==> src/rtl/branch_resolver.sv <==
// -----------------------------------------------------------------------------
// branch_resolver
//   Execute-side partner of the fetch branch predictor. Each prediction made in
//   fetch is queued here. When execute resolves the oldest branch, the queued
//   prediction is checked against the real outcome. A misprediction raises
//   miss / redirect and flushes the queue, because every younger entry is on
//   the wrong path. A BHT training update is sent back for every resolve.
//   Saturating branch and miss performance counters are also kept here.
//
// Ports
//   clk, reset          clock; synchronous active-high reset
//   en                  pipeline enable (0 freezes all state, pulses forced 0)
//   push_*              prediction from fetch {pc, taken, target}
//   res_*               real outcome of the oldest queued branch
//   queue_full          queue holds DEPTH entries
//   busy                flush recovery in progress; fetch must not push
//   miss/redirect_*     1-cycle misprediction pulse and the correct next PC
//   update_*            1-cycle BHT training write (index, real direction)
//   overflow_err        sticky: push while full
//   underflow_err       sticky: resolve while empty
//   br_count/miss_count saturating performance counters
// -----------------------------------------------------------------------------
module branch_resolver #(
  parameter int DEPTH        = 4,
  parameter int INDEX_WIDTH  = 10,
  parameter int FLUSH_CYCLES = 2,
  parameter int CNT_WIDTH    = 32
) (
  input  logic                   clk,
  input  logic                   reset,
  input  logic                   en,
  input  logic                   push_valid,
  input  logic [31:0]            push_pc,
  input  logic                   push_taken,
  input  logic [31:0]            push_target,
  input  logic                   res_valid,
  input  logic                   res_taken,
  input  logic [31:0]            res_target,
  output logic                   queue_full,
  output logic                   busy,
  output logic                   miss,
  output logic                   redirect_valid,
  output logic [31:0]            redirect_pc,
  output logic                   update_valid,
  output logic [INDEX_WIDTH-1:0] update_index,
  output logic                   update_taken,
  output logic                   overflow_err,
  output logic                   underflow_err,
  output logic [CNT_WIDTH-1:0]   br_count,
  output logic [CNT_WIDTH-1:0]   miss_count
);

  localparam int PTR_W = $clog2(DEPTH);
  localparam int CQ_W  = $clog2(DEPTH + 1);
  localparam int FC_W  = (FLUSH_CYCLES > 1) ? $clog2(FLUSH_CYCLES) : 1;

  typedef enum logic [0:0] {
    ST_RUN   = 1'b0,
    ST_FLUSH = 1'b1
  } state_t;

  // Prediction storage
  logic [31:0] pc_mem     [DEPTH];
  logic        taken_mem  [DEPTH];
  logic [31:0] target_mem [DEPTH];

  logic [PTR_W-1:0] rd_ptr, wr_ptr;
  logic [CQ_W-1:0]  count;

  state_t           state_q, state_d;
  logic [FC_W-1:0]  cnt_q, cnt_d;

  logic miss_q, update_valid_q;

  // Head entry and decision terms
  logic [31:0] h_pc, h_target;
  logic        h_taken;
  logic        in_run;
  logic        resolve_req, push_req;
  logic        do_pop, do_push, mispredict, flush;
  logic        overflow_set, underflow_set;

  assign h_pc     = pc_mem[rd_ptr];
  assign h_taken  = taken_mem[rd_ptr];
  assign h_target = target_mem[rd_ptr];

  assign queue_full = (count == CQ_W'(DEPTH));
  assign in_run     = (state_q == ST_RUN);

  assign resolve_req = en & res_valid & in_run;
  assign push_req    = en & push_valid & in_run;

  assign do_pop     = resolve_req & (count != '0);
  assign mispredict = (h_taken != res_taken) | (res_taken & (h_target != res_target));
  assign flush      = do_pop & mispredict;

  // A same-cycle pop frees a slot, so a push into a full queue is legal then.
  // A push alongside a mispredicting resolve is wrong-path and simply dropped.
  assign do_push       = push_req & ~flush & (~queue_full | do_pop);
  assign overflow_set  = push_req & ~flush & queue_full & ~do_pop;
  assign underflow_set = resolve_req & (count == '0);

  // ---------------------------------------------------------------------------
  // Recovery FSM
  // ---------------------------------------------------------------------------
  always_ff @(posedge clk) begin
    if (reset) begin
      state_q <= ST_RUN;
      cnt_q   <= '0;
    end else begin
      state_q <= state_d;
      cnt_q   <= cnt_d;
    end
  end

  // NOTE: every signal written here gets a default first, so no path can
  // leave it unassigned and infer a latch.
  always_comb begin
    state_d = state_q;
    cnt_d   = cnt_q;
    if (en) begin
      unique case (state_q)
        ST_RUN: begin
          if (flush) begin
            state_d = ST_FLUSH;
            cnt_d   = FC_W'(FLUSH_CYCLES - 1);
          end
        end
        ST_FLUSH: begin
          if (cnt_q == '0) state_d = ST_RUN;
          else             cnt_d   = cnt_q - FC_W'(1);
        end
        default: state_d = ST_RUN;
      endcase
    end
  end

  assign busy = (state_q == ST_FLUSH);

  // ---------------------------------------------------------------------------
  // Queue storage: data only, validity is carried by the pointers and count.
  // NOTE: the storage array is deliberately not reset; an entry is never read
  // before it has been written, and leaving it out of reset keeps it a plain RAM.
  // ---------------------------------------------------------------------------
  always_ff @(posedge clk) begin
    if (do_push) begin
      pc_mem[wr_ptr]     <= push_pc;
      taken_mem[wr_ptr]  <= push_taken;
      target_mem[wr_ptr] <= push_target;
    end
  end

  // ---------------------------------------------------------------------------
  // Pointers, count, result pulses, sticky errors and counters
  // ---------------------------------------------------------------------------
  // NOTE: sequential state uses non-blocking assignments so every register
  // samples pre-edge values regardless of statement order.
  always_ff @(posedge clk) begin
    if (reset) begin
      rd_ptr         <= '0;
      wr_ptr         <= '0;
      count          <= '0;
      miss_q         <= 1'b0;
      update_valid_q <= 1'b0;
      redirect_pc    <= '0;
      update_index   <= '0;
      update_taken   <= 1'b0;
      overflow_err   <= 1'b0;
      underflow_err  <= 1'b0;
      br_count       <= '0;
      miss_count     <= '0;
    end else begin
      // Pulses load 0 whenever there is no enabled resolve.
      miss_q         <= flush;
      update_valid_q <= do_pop;

      if (do_pop) begin
        update_index <= h_pc[INDEX_WIDTH+1:2];
        update_taken <= res_taken;
        redirect_pc  <= res_taken ? res_target : (h_pc + 32'd4);
        if (br_count != '1) br_count <= br_count + CNT_WIDTH'(1);
        if (flush && (miss_count != '1)) miss_count <= miss_count + CNT_WIDTH'(1);
      end

      if (flush) begin
        rd_ptr <= '0;
        wr_ptr <= '0;
        count  <= '0;
      end else begin
        if (do_push) wr_ptr <= wr_ptr + PTR_W'(1);
        if (do_pop)  rd_ptr <= rd_ptr + PTR_W'(1);
        if (do_push && !do_pop)      count <= count + CQ_W'(1);
        else if (do_pop && !do_push) count <= count - CQ_W'(1);
      end

      if (overflow_set)  overflow_err  <= 1'b1;
      if (underflow_set) underflow_err <= 1'b1;
    end
  end

  // Pulses are forced low while the pipeline is frozen.
  assign miss           = miss_q & en;
  assign redirect_valid = miss_q & en;
  assign update_valid   = update_valid_q & en;

endmodule

==> config.mk <==
export PLATFORM = sky130hd
export DESIGN_NAME = branch_resolver
export DESIGN_NICKNAME = d
export VERILOG_FILES = /design/src/rtl/branch_resolver.sv
export SDC_FILE = /design/constraint.sdc
export NUM_CORES = 1
export LEC_CHECK = 0
export CAP_MARGIN = 20
export CELL_PAD_IN_SITES_DETAIL_PLACEMENT = 0
export CELL_PAD_IN_SITES_GLOBAL_PLACEMENT = 1
export CORE_UTILIZATION = 48
export DETAILED_ROUTE_END_ITERATION = 16
export PLACE_DENSITY = 0.81
export SLEW_MARGIN = 20
export SYNTH_ARGS = -nofsm -noshare
export SYNTH_HDL_FRONTEND = slang
export SYNTH_SLANG_ARGS = --single-unit
==> constraint.sdc <==
create_clock -name clk -period 10 [get_ports clk]
set_input_delay 1.5 -clock clk [delete_from_list [all_inputs] [get_ports clk]]
set_output_delay 1.5 -clock clk [all_outputs]
set_load 0.005 [all_outputs]
==> results.toml, run 1 <==
[worst_hold_path]
min_from = "redirect_pc[4]"
min_path_cells = 2
holdPathEnd = "redirect_pc[4]"
min_path_type = "flip-flop to flip-flop"

[power]
switchingPower_uw = 994
irDropWorstVdd_mv = 0.156
power_frac_seq = 0.466
finalPower_mw = 3.98
p_sw_frac = 0.250
clkPwrFrac = 0.382
p_comb_frac = 0.152
p_leak_nw = 6.28
power.density_nw_per_um2 = 203
p_int_mw = 2.99

[logic_synthesis]
ys_seq_elements = 382
syn_avg_cell_area_sq_um = 13.8
synth_edf_count = 260
yosysWarnings = 0
yosysTopAreaCell = "edfxtp_1"
syn-cell-area_sq_um = 15700
synth_flop_cell = "edfxtp_1"
yosysUniqueCellTypes = 49
ys_top_cells_by_area = "edfxtp_1 50%, dfxtp_1 16%, mux4_2 8.3%"
synth_top_area_share = 0.496
synth_nets = 1256
synthArstFlopShare = 0
synth_seq_area_share = 0.651
netlist_instances = 1144

[die]
die_y_microns = 183
die_w_microns = 183
num_io_pins = 217
die_area_sq_um = 33500
start_util = 0.494
fp.coreArea_sq_um = 31900
rows = 65

[setup_path]
cp_slowest_stage_delay_ps = 770
crit_top_cell = "buf_4"
crit_buf_inv = 2
crit_chain = "buf_4 > mux4_2 > xnor2_1 > nand4_1 > a211oi_1 > o2111ai_2 > nand2_1 > and3_2 > buf_4"
crit_cells = 9
cpMaxStageDelayCell = "buf_4"
worstPathMaxFanout = 65
crit_arrival_ps = 5230
r2r-end = "pc_mem[2][9]"
setup.worst_path.end_class = "flip-flop"
cp_data_required_time_ps = 10150
critPathKind = "flip-flop to flip-flop"
crit_family = "buffers and inverters"
r2r_cells = 9
cp-start-kind = "flip-flop"
r2r_slack_ps = 4920

[placed_design]
place.gp.congestion = 0.809
io_buffers = 216
dp_hpwl_microns = 24700

[timing]
worst_hold_slack_ps = 452
fin_crit_ps = 5080
setup_viol = 0
tightest_slew_ps = 1040
finClkSkew_ps = 24.0
finalHoldViolations = 0
clock.fmax_mhz = 197
slew_violations = 0
grt_setup_unrepaired = "false"
fin_crit_sh = 0.508
max-slew-margin-rel = 0.305
fin_setup_tns_ps = 0

[detailed_routing]
postRouteWirelength_microns = 37500
ant_nets = 0
dr.pass1.iters = 5
via_per_inst = 5.52
vias = 10100
drt_iter0_markers = 690
wire_per_inst_microns = 20.5
remaining_drc_errors = 0

[cts]
htree_levels = 2
post_cts_resized = 0
cts_buffer_depth = 3
cts_tree = "yes"
cts_hold_buffers = 0
cts_setup_buffers = 0
cts-buffers-inserted = 41
clock_latency_ps = 540
clockRootBuffer = "clkbuf_16"
clk_pin_slew_ps = 60
cts.sinks = 382

[finish]
layout_common_cells = "260 x edfxtp_1, 214 x clkdlybuf4s50_1, 120 x dfxtp_1, 115 x nand2_1, 83 x nor2_1"
final_common_cell = "edfxtp_1"
area_growth_pct = 24.8
final_nets = 1470
fillers = 2514
seq_area_sq_um = 10300
multi_input_area_sq_um = 5160
layout-drive-gt1-share = 0.108
post-route-util = 0.616

[run_status]
status = "finished clean"

[grt]
grt_overflow = 0
grt_max_degree = 66
antenna_found_initial = 3
grt.total_usage = 0.226
grt_pass1_vias = 9856
grt_pass1_wl_microns = 57600

[job]
maxCapViolations = 0
## how the worst max path moves through the flow
stage,endpoint,startpoint
final,pc_mem[2][9],flip-flop
after CTS,pc_mem[3][4],flip-flop
after global placement,pc_mem[2][24],res_target[31]
after global routing,pc_mem[2][9],flip-flop
after detailed placement,pc_mem[2][25],res_target[31]
after floorplan,pc_mem[0][0],res_target[13]
## kinds of logic (layout without fill, tap and decap cells)
family / after synthesis / after routing / synth area share
other: 0 / 1 / 0
DFF: 382 / 382 / 0.651
AOI/OAI and AO/OA: 128 / 128 / 0.0483
buffers and inverters: 72 / 319 / 0.0226
muxes: 80 / 80 / 0.0970
xor gates and xnor gates: 109 / 109 / 0.0606
and+or+nand+nor: 364 / 364 / 0.113
adders and majority gates: 9 / 9 / 0.00763
## power by group through the flow
stage	Sequential [mW]	Combinational (mW)	Clock, mW
after floorplan	1.86	0.406	0
after global placement	1.88	0.601	0
after detailed placement	1.89	0.608	0
after CTS	1.86	0.611	1.55
after global routing	1.86	0.659	1.61
final	1.85	0.605	1.52
## synth_stat cells (23+ instances only)
master / count
clkbuf_1: 32
dfxtp_1: 122
nand4_1: 23
and3_1: 27
a21oi_1: 58
nand2_1: 115
nor2_1: 84
nand3_1: 48
xnor2_1: 57
mux4_2: 58
edfxtp_1: 260
xor2_1: 52
## through the flow
step	setup slack, ps	cells	instance area, sq um
after global routing	4530	1826	19600
final	4920	1827	19600
after CTS	4660	1826	19600
after detailed placement	4660	1750	18200
after global placement	4720	1750	18200
after floorplan	5410	1144	15700
## worst register-to-register path: stages (launching register included)
cell       delay, ps
dfxtp_4          710
buf_4            650
mux4_2           630
xnor2_1          160
nand4_1          120
a211oi_1         440
o2111ai_2        500
nand2_1          410
and3_2           230
buf_4            770
## cell type report
cell class | instances | area share
diodes | 1 | 0.000127
clock buffers | 67 | 0.0655
clock inverters | 9 | 0.00503
inverters | 17 | 0.00325
multi-input cells | 690 | 0.263
flip-flops and latches | 382 | 0.522
well taps | 435 | 0.0277
repair buffers | 226 | 0.113
## metal layers
layer	part of all wire	wire length, microns	global-route usage
met1	0.43	16200	0.314
met2	0.47	17700	0.365
met3	0.073	2730	0.0467
met4	0.021	804	0.0583
met5	0.00061	23	0
## state kept, by name, summed over array words and instances (netlist names), 2 cells and up, named ones only
register	count
br_count	32
count	3
miss_count	32
pc_mem	128
rd_ptr	2
redirect_pc	32
taken_mem	4
target_mem	128
update_index	10
wr_ptr	2
Power figures use the tool's default switching activity.
==> run 2, diff against run 1 <==
--- a/config.mk
+++ b/config.mk
@@ -8,9 +8,9 @@
 export CAP_MARGIN = 20
 export CELL_PAD_IN_SITES_DETAIL_PLACEMENT = 0
 export CELL_PAD_IN_SITES_GLOBAL_PLACEMENT = 1
-export CORE_UTILIZATION = 48
+export CORE_UTILIZATION = 45
 export DETAILED_ROUTE_END_ITERATION = 16
-export PLACE_DENSITY = 0.81
+export PLACE_DENSITY = 0.77
 export SLEW_MARGIN = 20
 export SYNTH_ARGS = -nofsm -noshare
 export SYNTH_HDL_FRONTEND = slang
==> constraint.sdc (replaced) <==
create_clock -name clk -period 4.8 [get_ports clk]
set_input_delay 0.72 -clock clk [delete_from_list [all_inputs] [get_ports clk]]
set_output_delay 0.72 -clock clk [all_outputs]
set_load 0.005 [all_outputs]
==> run 2 against run 1 <==
  * Global-route usage decreased by 1.6 points
  * Core utilization is 4.3 points lower
  * Clock power up 110%
  * Count of clock-buffer cells in the layout decreased by 11
  * Critical endpoint is now count[2]
  * Largest cell class unchanged
  * Highest routed layer unchanged
==> results.toml, run 2 (synthesis gave the netlist of run 1 again) <==
[run_status]
status = "finished clean"

[placed_design]
dp_hpwl_microns = 25000
place.gp.congestion = 0.802
io_buffers = 216
dp.cells = 1773

[detailed_routing]
ant_nets = 0
vias = 10100
via_per_inst = 5.46
remaining_drc_errors = 0
dr.pass1.iters = 4
postRouteWirelength_microns = 37400
wire_per_inst_microns = 20.3
drt_iter0_markers = 610

[finish]
layout-drive-gt1-share = 0.109
final_common_cell = "edfxtp_1"
final_cells = 1849
top_regs = "pc_mem (128), target_mem (128)"
area_growth_pct = 25.5
final_nets = 1473
layout_common_cells = "260 x edfxtp_1, 214 x clkdlybuf4s50_1, 120 x dfxtp_1, 115 x nand2_1, 83 x nor2_1"
fillers = 2808

[die]
die_area_sq_um = 35700
start_util = 0.457
die_w_microns = 189
die_y_microns = 189
rows = 68
fp.coreArea_sq_um = 34500
num_io_pins = 217

[worst_hold_path]
min_from = "redirect_pc[8]"
min_path_type = "flip-flop to flip-flop"

[setup_path]
worstPathMaxFanout = 33
critPathKind = "flip-flop to flip-flop"
cp_data_required_time_ps = 5210
r2r_slack_ps = 750
crit_chain = "mux4_2 > xnor2_1 > nand4_1 > nor4_1 > o2111ai_1 > buf_4 > nand2_1 > nand2_1 > inv_1 > ha_1 > inv_1 > fa_1 > xor2_1 > nor2_1 > xnor2_1 > nor2_1"
crit_arrival_ps = 4460
r2r_cells = 16
crit_family = "simple AND/OR/NAND/NOR gates"
cp-start-kind = "flip-flop"
crit_cells = 16
crit_buf_inv = 3
r2r-end = "count[2]"
setup.worst_path.end_class = "flip-flop"
cp-endpoint = "count[2]"
cp_slowest_stage_delay_ps = 780
cpMaxStageDelayCell = "dfxtp_4"

[cts]
cts_tree = "yes"
cts-buffers-inserted = 41
cts.sinks = 382
post_cts_resized = 0
clock_latency_ps = 540
clk_pin_slew_ps = 60
cts_buffer_depth = 3
clockRootBuffer = "clkbuf_16"
cts_setup_buffers = 0
cts_hold_buffers = 0
htree_levels = 2

[power]
p_leak_nw = 6.32
p_int_mw = 6.30
irDropWorstVdd_mv = 0.295
clkPwrFrac = 0.386
power.density_nw_per_um2 = 423
power_frac_seq = 0.462
switchingPower_mw = 2.07
p_sw_frac = 0.247
p_comb_frac = 0.152

[timing]
max-slew-margin-rel = 0.361
grt_setup_unrepaired = "false"
finalHoldViolations = 0
worst_hold_slack_ps = 452
finClkSkew_ps = 18.1
fin_setup_tns_ps = 0
tightest_slew_ps = 958
setup_viol = 0
slew_violations = 0
fin_crit_sh = 0.844
clock.fmax_mhz = 247
fin_crit_ps = 4050

[grt]
grt_max_degree = 83
grt.total_usage = 0.210
grt_overflow = 0
grt_pass1_wl_microns = 57500
grt_pass1_vias = 9883
antenna_found_initial = 3

[job]
maxCapViolations = 0
-- run 2: cell types whose count changed in the layout (fill, tap and decap cells not counted), sizes merged --
cell and delta:
buf +3, bufinv +4, clkbuf -11, clkinv +4
clkinvlp +1, inv +1
-- run 2: stage by stage --
step           setup slack (ps)  total power [mW]  cell area [sq um]   util
5_1_grt                     378              8.70              19800  0.573
6_report                    749              8.37              19800  0.573
4_1_cts                     660              8.46              19800  0.573
3_5_place_dp                691              5.22              18400  0.533
2_1_floorplan               744              4.71              15700      -
3_3_place_gp                730              5.20              18400  0.533
-- run 2: layout make-up --
class                           instances  area, sq um  share of cell area
Clock inverter                         19          245              0.0124
Multi-Input combinational cell        690         5150               0.261
Antenna cell                            1         2.50            0.000127
Clock buffer                           56         1150              0.0584
Timing Repair Buffer                  229         2310               0.117
Sequential cell                       382        10300               0.519
Tap cell                              455          569              0.0288
Inverter                               17         63.8             0.00323
-- run 2: routing by layer --
layer	routed length, microns	track usage
met5	27	0
met4	733	0.0502
met3	2780	0.0471
met2	17200	0.337
met1	16700	0.292
-- run 2: how the worst min path moves through the flow --
stage	endpoint	slack [ps]	cells after the start
6_report	redirect_pc[8]	450	2
5_1_grt	update_index[8]	480	2
4_1_cts	redirect_pc[4]	460	2
3_5_place_dp	update_index[0]	450	2
3_3_place_gp	redirect_pc[4]	440	2
2_1_floorplan	redirect_pc[10]	450	2
-- run 2: worst min-delay path, cell delays in order, from the launching register on --
cell,delay (ps)
dfxtp_1,300
nand2_1,50
a21oi_1,50
-- run 2: power by group through the flow --
stage / combinational [mW] / clock (mW) / sequential [mW]
final: 1.27 / 3.23 / 3.86
after global routing: 1.38 / 3.43 / 3.89
after CTS: 1.29 / 3.30 / 3.87
after detailed placement: 1.28 / 0 / 3.93
after global placement: 1.27 / 0 / 3.93
after floorplan: 0.845 / 0 / 3.87
==> edit: new RTL, config.mk and constraints of run 2 <==
Set the parameter `DEPTH` to 8 (it was 4).
--- a/src/rtl/branch_resolver.sv
+++ b/src/rtl/branch_resolver.sv
@@ -21,7 +21,7 @@
 //   br_count/miss_count saturating performance counters
 // -----------------------------------------------------------------------------
 module branch_resolver #(
-  parameter int DEPTH        = 4,
+  parameter int DEPTH        = 8,
   parameter int INDEX_WIDTH  = 10,
   parameter int FLUSH_CYCLES = 2,
   parameter int CNT_WIDTH    = 32
Function: changed (Yosys sat finds a counterexample within 10 cycles, from zero or initial values and one cycle with reset high).
==> edit against run 2 <==
Sequential share of layout area increased by 5.2 points. Synthesized cell count increased by 40%. Critical path depth increased by 2. Clock skew increased by 0.0051 ns. Setup slack got worse by 0.26 ns. Sequential cell count increased by 264. Cell area increased by 61%. Power increased by 61%. Area after synthesis increased by 68%. Routed wire length increased by 74%. Largest cell class unchanged. Largest power group unchanged.
==> edit: results (changes against run 2) <==
[run_status]
outcome = complete, no violations

[final_layout]
reg.largest.list = pc_mem: 256 flops, target_mem: 256 flops
antenna_cells = 0  ; -1
drive_gt1_share_pct = 15.9  ; +5.0 points
instances_no_fill = 2664  ; +44%
fillerInstances = 4586  ; +63%
nets = 1956  ; +33%

[synth]
netlist_top_cells_count = 520 x edfxtp_1, 128 x mux4_2, 126 x dfxtp_1, 87 x nor2_1, 69 x mux2i_1
synth_edf_count = 520  ; +100%
synth_cells = 1605  ; +40%
yosys_warnings = 0  ; unchanged
yosysSeqAreaShare_pct = 68.5  ; +3.4 points
synth_cell_types = 64  ; +31%
synth_fp_nets = 1717  ; +37%

[drt]
vias = 15400  ; +52%
wl_per_cell_um = 24.4  ; +21%
drtIter0Drc = 1165  ; +91%

[clock_tree]
htreeDepth = 3  ; +1
cts_buffers = 67  ; +63%
clock_latency_ns = 0.62  ; +0.08 ns

[global_routing]
grt_pass1_wl_um = 96500  ; +68%
grt_start_max_net_pins = 88  ; +6.0%
grtUsageTotal_pct = 21.9  ; +0.90 points

[placed_design]
gp_congestion = 0.797  ; -0.59%
hpwl_um = 41500  ; +66%
placedCellCount = 2540  ; +43%

[power_and_ir_drop]
peakVddDrop_mv = 0.290  ; -1.5%
p_leak_nw = 9.71  ; +54%

[sta]
worst_pin_slew_ns = 0.923  ; -0.0351 ns

[worst_setup_path]
r2r.worst_path.cells = 18  ; +2
worstPathMaxFanout = 22  ; -33%

==> edit: cell count changes after synthesis, moves of 16 or more <==
cell / change
a211oi_1: +23
nor3_1: +16
mux2i_1: +48
xor2_1: -26
edfxtp_1: +260
nand2_1: -50
mux4_2: +70
o21ai_0: +17
==> edit: final cells by class <==
| type | instances | area (um^2) | area share [%] |
|---|---|---|---|
| Clock buffer | 87 | 1770 | 5.58 |
| Clock inverter | 37 | 383 | 1.21 |
| Timing Repair Buffer | 261 | 2680 | 8.44 |
| Sequential cell | 646 | 18100 | 57.1 |
| Multi-Input combinational cell | 850 | 7760 | 24.4 |
| Tap cell | 765 | 957 | 3.01 |
| Inverter | 18 | 67.6 | 0.213 |
==> edit: power by group <==
group	leakage, nW	total (W)	switching, W	internal (W)
clock	1.04	0.00511	0.00219	0.00292
combinational	2.96	0.00194	0.00101	0.000930
sequential	5.72	0.00641	0.000149	0.00627
==> edit: path summary, 6_finish.rpt <==
kind                                from                          end  slack [ns]
max                             register        count[3]$_SDFFE_PP0P_        0.49
min          redirect_pc[0]$_SDFFE_PP0P_  redirect_pc[0]$_SDFFE_PP0P_        0.45
max reg2reg                     register        count[3]$_SDFFE_PP0P_        0.49
min reg2reg  redirect_pc[0]$_SDFFE_PP0P_  redirect_pc[0]$_SDFFE_PP0P_        0.45
==> edit: kinds of logic (layout without fill, tap and decap cells) <==
logic type      count (synthesis)  count (layout)  synth area share [%]
compound gates                180             180                  4.24
xor+xnor                       77              77                  2.55
fa+ha+maj                       9               9                 0.454
buf+inv                       109             403                  2.40
flops                         646             646                  68.5
mux                           211             211                  14.1
simple gates                  373             373                  7.71
==> edit: layer usage <==
layer / GRT usage [%] / vias to the layer above / part of all wire [%]
met5: 0 / - / 0.035
li1: - / 6837 / -
met3: 4.21 / 85 / 7.3
met2: 34.9 / 574 / 48
met1: 30.8 / 7857 / 43
met4: 5.96 / 4 / 1.7
==> edit: per-stage QoR <==
step,cell area (um^2),setup slack [ns],total power [W]
after floorplan,26500,-0.984,0.00775
after global placement,29600,0.402,0.00846
after detailed placement,29600,0.501,0.00848
after CTS,31800,0.446,0.0136
after global routing,31800,0.146,0.0139
final,31800,0.493,0.0135
==> edit: critical path, cell delays in order, from the launching register on <==
cell,delay [ns]
dfxtp_4,0.64
buf_4,0.30
mux4_2,0.31
mux2i_1,0.40
xnor2_1,0.12
nor4_1,0.33
nand4_1,0.26
nor4_4,0.36
o21bai_4,0.08
inv_1,0.07
ha_1,0.17
inv_1,0.09
ha_1,0.28
a21o_1,0.18
a21oi_1,0.17
xnor2_1,0.13
nor2_1,0.07
xnor2_1,0.14
nor2_1,0.05
